[src/rtl/fetch_stage.sv]
// Instruction fetch stage: PC register plus IF/ID pipeline register, with redirect/stall handling.
// Optional macro FETCH_MISALIGN_CHECK_EN aligns redirect targets to a word and flags misaligned ones.
module fetch_stage #(
   parameter logic [31:0] RESET_PC  = 32'h0000_0000,
   parameter logic [31:0] NOP_INSTR = 32'h0000_0013
) (
   input  logic        clk,
   input  logic        rst,
   input  logic        stall,
   input  logic        redirect,
   input  logic [31:0] redirect_target,
   output logic [31:0] endereco,
   input  logic [31:0] instrucao,
   output logic [31:0] pc,
   output logic [31:0] if_id_instr,
   output logic [31:0] if_id_pc,
   output logic [31:0] if_id_pc4,
   output logic        if_id_valid,
   output logic [31:0] fetch_count,
   output logic        fetch_misaligned
);

   logic [31:0] pc_q, pc_d;
   logic [31:0] instr_q, instr_d;
   logic [31:0] ipc_q, ipc_d;
   logic [31:0] ipc4_q, ipc4_d;
   logic        valid_q, valid_d;
   logic [31:0] count_q, count_d;
   logic        misal_q, misal_d;
   logic [31:0] pc_plus4;
   logic [31:0] target_pc;
   logic        target_misal;

   assign pc_plus4 = pc_q + 32'd4;

`ifdef FETCH_MISALIGN_CHECK_EN
   assign target_pc    = {redirect_target[31:2], 2'b00};
   assign target_misal = (redirect_target[1:0] != 2'b00);
`else
   assign target_pc    = redirect_target;
   assign target_misal = 1'b0;
`endif

   // Redirect beats stall; the wrong-path instruction on instrucao is dropped.
   always_comb begin
      pc_d    = pc_q;
      instr_d = instr_q;
      ipc_d   = ipc_q;
      ipc4_d  = ipc4_q;
      valid_d = valid_q;
      count_d = count_q;
      misal_d = 1'b0;
      if (redirect) begin
         pc_d    = target_pc;
         instr_d = NOP_INSTR;
         valid_d = 1'b0;
         misal_d = target_misal;
      end else if (!stall) begin
         pc_d    = pc_plus4;
         instr_d = instrucao;
         ipc_d   = pc_q;
         ipc4_d  = pc_plus4;
         valid_d = 1'b1;
         count_d = count_q + 32'd1;
      end
   end

   always_ff @(posedge clk) begin
      if (rst) begin
         pc_q    <= RESET_PC;
         instr_q <= NOP_INSTR;
         ipc_q   <= 32'd0;
         ipc4_q  <= 32'd0;
         valid_q <= 1'b0;
         count_q <= 32'd0;
         misal_q <= 1'b0;
      end else begin
         pc_q    <= pc_d;
         instr_q <= instr_d;
         ipc_q   <= ipc_d;
         ipc4_q  <= ipc4_d;
         valid_q <= valid_d;
         count_q <= count_d;
         misal_q <= misal_d;
      end
   end

   assign endereco         = pc_q;
   assign pc               = pc_q;
   assign if_id_instr      = instr_q;
   assign if_id_pc         = ipc_q;
   assign if_id_pc4        = ipc4_q;
   assign if_id_valid      = valid_q;
   assign fetch_count      = count_q;
   assign fetch_misaligned = misal_q;

endmodule
[config.mk]
export PLATFORM = sky130hd
export DESIGN_NAME = fetch_stage
export DESIGN_NICKNAME = d
export VERILOG_FILES = /design/src/rtl/fetch_stage.sv
export SDC_FILE = /design/constraint.sdc
export NUM_CORES = 1
export LEC_CHECK = 0
export CORE_MARGIN = 2
export CORE_UTILIZATION = 50
export CTS_BUF_LIST = sky130_fd_sc_hd__clkbuf_4 sky130_fd_sc_hd__clkbuf_8
export CTS_CLUSTER_SIZE = 24
export DETAILED_ROUTE_END_ITERATION = 8
export DONT_BUFFER_PORTS = 1
export PLACE_DENSITY = 0.76
export SYNTH_ARGS = -nofsm -noshare
export SYNTH_HDL_FRONTEND = slang
export SYNTH_SLANG_ARGS = --single-unit
[constraint.sdc]
create_clock -name clk -period 3.5 [get_ports clk]
set_input_delay 0.7 -clock clk [delete_from_list [all_inputs] [get_ports clk]]
set_output_delay 0.7 -clock clk [all_outputs]
set_load 0.01 [all_outputs]
After elaboration in Yosys (flattened, before gate mapping)
Cells that the tools add are included.
{ "word_totals": {"ff_bits": 161, "latch_bits": 0, "ramBits": 0, "romBits": 0, "in_bits": 68, "out_inout_bits": 194, "wordCells": 15, "n_memories": 0} }
{ "classes": {"add_sub_neg": 2, "n_mul": 0, "div": 0, "magnitude_cmp": 0, "n_eq_ne": 1, "n_shift": 0, "mux": 2, "bitwise_logic": 2, "n_reduce_logical": 2} }
{ "op_table": {"columns": ["operator", "n"], "rows": [
  ["$mux 32", 2],
  ["$add 32x1->32 const B", 1],
  ["$add 32x3->32 const B", 1],
  ["$ne 2x1->1 const B", 1],
  ["$not 1->1", 2],
  ["$reduce_and 2->1", 1],
  ["$reduce_or 2->1", 1]
]} }

Logic depth before layout (Yosys ltp)
{ "logic_depth": {"word_depth": 3, "mapped_depth": 7, "mapped_depth_nobuf": 5} }

Least setup slack after synthesis
Ideal clock, no wire load.
{ "synth_timing": {"kind": "input -> register", "startpoint": "input port redirect", "endpoint": "register count_q[31] (netlist: fetch_count[31])", "setup_time_ns": 0.123, "t_arrival_ns": 2.407, "required_time_ns": 3.377, "slack_ns": 0.970, "path_stages": 7, "path_buffers": 3, "path_cell_list": "buf_6 or3b_4 or4_1 buf_2 buf_6 nor4_2 mux2_1"} }
{ "synth_between": {"elab_chain_cells": 2} }
{ "synth_lines": {"columns": ["element", "line_no", "text"], "rows": [
  ["from (decl)", "10", "input logic redirect,"],
  ["$not 1->1 (no line)", null, null],
  ["$reduce_and 2->1 (no line)", null, null],
  ["to (signal assigned)", "83", "count_q <= count_d;"],
  ["to (decl)", "28", "logic [31:0] count_q, count_d;"]
]} }
No other way between the ends.
A chain may end at the register's enable or synchronous reset.

Final worst setup path
{ "layout_timing": {"startpoint": "register pc_q[7] (netlist: endereco[7])", "endpoint": "register pc_q[29] (netlist: endereco[29])"} }
{ "layout_between": {"elab_chain_cells": 3} }
{ "layout_lines": {"columns": ["element", "line_no", "text"], "rows": [
  ["from (decl)", "23", "logic [31:0] pc_q, pc_d;"],
  ["from (signal assigned)", "78", "pc_q <= pc_d;"],
  ["$add 32x3->32", "34", "assign pc_plus4 = pc_q + 32'd4;"],
  ["$mux 32", "58", "end else if (!stall) begin"],
  ["$mux 32", "53", "if (redirect) begin"]
]} }
No other way between the ends. The select of a mux whose other input is x is not followed.

==> results.yml <==
synthesis:
  syn-num-nets: 949
  yosys_warnings: 0
  synth_most_common_cell: "dfxtp_1"
  ys_seq_area_share_pct: 43.0
  synthFlopType: "dfxtp_1"
  synth_cells: 879
  ys_async_sr_fraction_pct: 0
  yosys.cell_types.count: 49
  synth_commonest_cells: "dfxtp_1 (159), nor2_1 (104), nand2_1 (101), a21oi_1 (62), clkbuf_1 (48)"
  syn-mean-instance-area_um2: 8.42
  synth-seq-cells: 159
  yosys.area.top_type_share_pct: 43.0
  synth_area_leaders: "dfxtp_1 (43%), nor2_1 (5.3%), nand2_1 (5.1%)"
  synth_edf_count: 0
  syn_area_um2: 7400
  synth_top_area_cell: "dfxtp_1"
run:
  cap_violations: 0
clocking:
  clkTransAtPathRegs_ns: 0.09
  insertion_delay_ns: 0.45
  clock-sinks: 159
  cts_resized: 0
  cts.htree.levels: 4
  cts_tree: "done"
  cts_setup_buffers: 0
  numCtsBuffers: 17
  clock_path_buffers: 2
  cts_hold_buf: 0
  root_buffer: "clkbuf_8"
layout:
  drive_gt1_share_pct: 6.67
  multi_input_area_um2: 3580
  final_area_um2: 7540
  layout.nets: 867
  n_fill_cell: 1315
  synthToLayoutAreaGrowth_pct: 1.88
  seqCellArea_um2: 3180
  antenna_cells: 0
sta:
  slew_violations: 0
  slew_headroom_pct: 39.1
  rsz0062_at_grt: "no"
  fin_crit_sh_pct: 75.5
  min_period_ns: 2.64
  hold_viol: 0
  max_freq_ghz: 0.378
  tightest_slew_ns: 0.913
  tns_ns: 0
  finalSetupViolations: 0
  fin_worst_skew_ns: 0.0146
global_routing:
  antenna_found_initial: 0
  grt-ovfl-total: 0
  grt_pass1_vias: 5868
  grtUsageTotal_pct: 24.3
  grt_pass1_wl_mm: 31.2
  grt_start_max_net_pins: 132
floorplanning:
  core_area_um2: 14500
  rows: 44
  die_h_um: 126
  dieWidth_um: 126
  start_util_pct: 51.1
  die_area_um2: 15800
  io_pins: 262
drt:
  drc_errors: 0
  wl_per_cell_um: 19.8
  viasPerCell: 6.20
  ant_nets: 0
  dr_total_vias: 6162
  drt_iter0_drc: 413
  firstDrtPassIters: 5
  drt-total-wl_mm: 19.7
outcome:
  status: "completed"
placement:
  hpwlAfterDp_mm: 13.0
  port_buffers: 0
  dpl-instance-area_um2: 7120
  gp_congestion: 0.791
worst_setup_path:
  critPathCaptureType: "flip-flop"
  critPathMaxFanout: 11
  crit_required_ns: 3.86
  critical_path_class: "flip-flop to flip-flop"
  critPathArrivalTime_ns: 3.00
  cp-start-kind: "flip-flop"
power:
  peakVddDrop_mv: 0.305
  p_leak_uw: 0.00242
  p_per_area_nw_per_um2: 484
  total_power_uw: 3650
hold_path:
  hold_class: "primary input to flip-flop"
==> power by group <==
part	total (uW)	internal, uW	switching, uW
Combinational	210	92.1	118
Clock	1410	704	703
Sequential	2030	1880	149
Total	3650	2680	970
==> worst paths after layout <==
kind	startpoint	endpoint	slack (ns)	cells after the start
max	endereco[7]	endereco[29]	0.86	4
min	rst	fetch_count[13]	0.30	1
max reg2reg	endereco[7]	endereco[29]	0.86	4
min reg2reg	if_id_pc[15]	if_id_pc[15]	0.50	2
==> through the flow <==
step / std cells / util, % / hold slack [ns] / worst slack [ns]
2_1_floorplan: 879 / - / 0.458 / 0.970
3_3_place_gp: 962 / 49.2 / 0.484 / 0.883
3_5_place_dp: 962 / 49.2 / 0.487 / 0.860
4_1_cts: 994 / 52.0 / 0.284 / 0.875
5_1_grt: 994 / 52.0 / 0.279 / 0.693
6_report: 994 / 52.0 / 0.305 / 0.856
==> cell usage in the layout, fill, tap and decap left out, drive strengths merged, types with 4 or more instances in the layout <==
cell	netlist	layout
dfxtp	159	159
or3	26	26
nor3	13	13
a211oi	22	22
o31ai	29	29
nor2	104	104
clkinv	0	5
a311oi	30	30
mux2i	35	35
or2	5	5
nor2b	4	4
nor4	15	15
o21ai	19	19
buf	59	8
a2111oi	5	5
xnor2	20	20
and4	6	6
or4	33	33
nand3	16	16
xor2	8	8
inv	15	16
clkbuf	50	21
nand4	21	21
nand2	101	101
a21oi	62	62
==> critical path: stages, from the launching register on <==
cell and delay [ns]:
dfxtp_1 0.65, nand3_1 0.40, or4_1 0.79, or4_1 0.46, a311oi_1 0.25
==> registers in the layout (all words and copies together), names as in the netlist <==
name,flops
if_id_instr,32
fetch_count,32
if_id_valid,1
endereco,32
if_id_pc,32
if_id_pc4,30
==> kinds of logic (layout without fill, tap and decap cells) <==
group / after synthesis / after routing / synth area share, %
buf+inv: 124 / 55 / 8.68
xor+xnor: 28 / 28 / 3.32
compound gates: 170 / 170 / 15.1
simple gates: 359 / 359 / 24.6
flops: 159 / 159 / 43.0
other cells: 1 / 1 / 0.0507
fa+ha+maj: 2 / 2 / 0.338
mux: 36 / 36 / 4.89
==> cell type report <==
type	instances	area share [%]
Multi-Input combinational cell	596	47.5
Clock buffer	21	3.75
Tap cell	184	3.05
Clock inverter	11	1.74
Inverter	15	0.747
Timing Repair Buffer	8	0.963
Sequential cell	159	42.2
==> metal layers <==
metal / global-route usage [%] / vias to the layer above / share of wire (%)
li1: - / 2962 / -
met1: 30.4 / 2909 / 42
met3: 8.50 / 23 / 9.0
met4: 8.30 / 0 / 1.5
met2: 39.1 / 268 / 47
met5: 0 / - / 0
No activity file was read; power rests on OpenSTA's default activity.
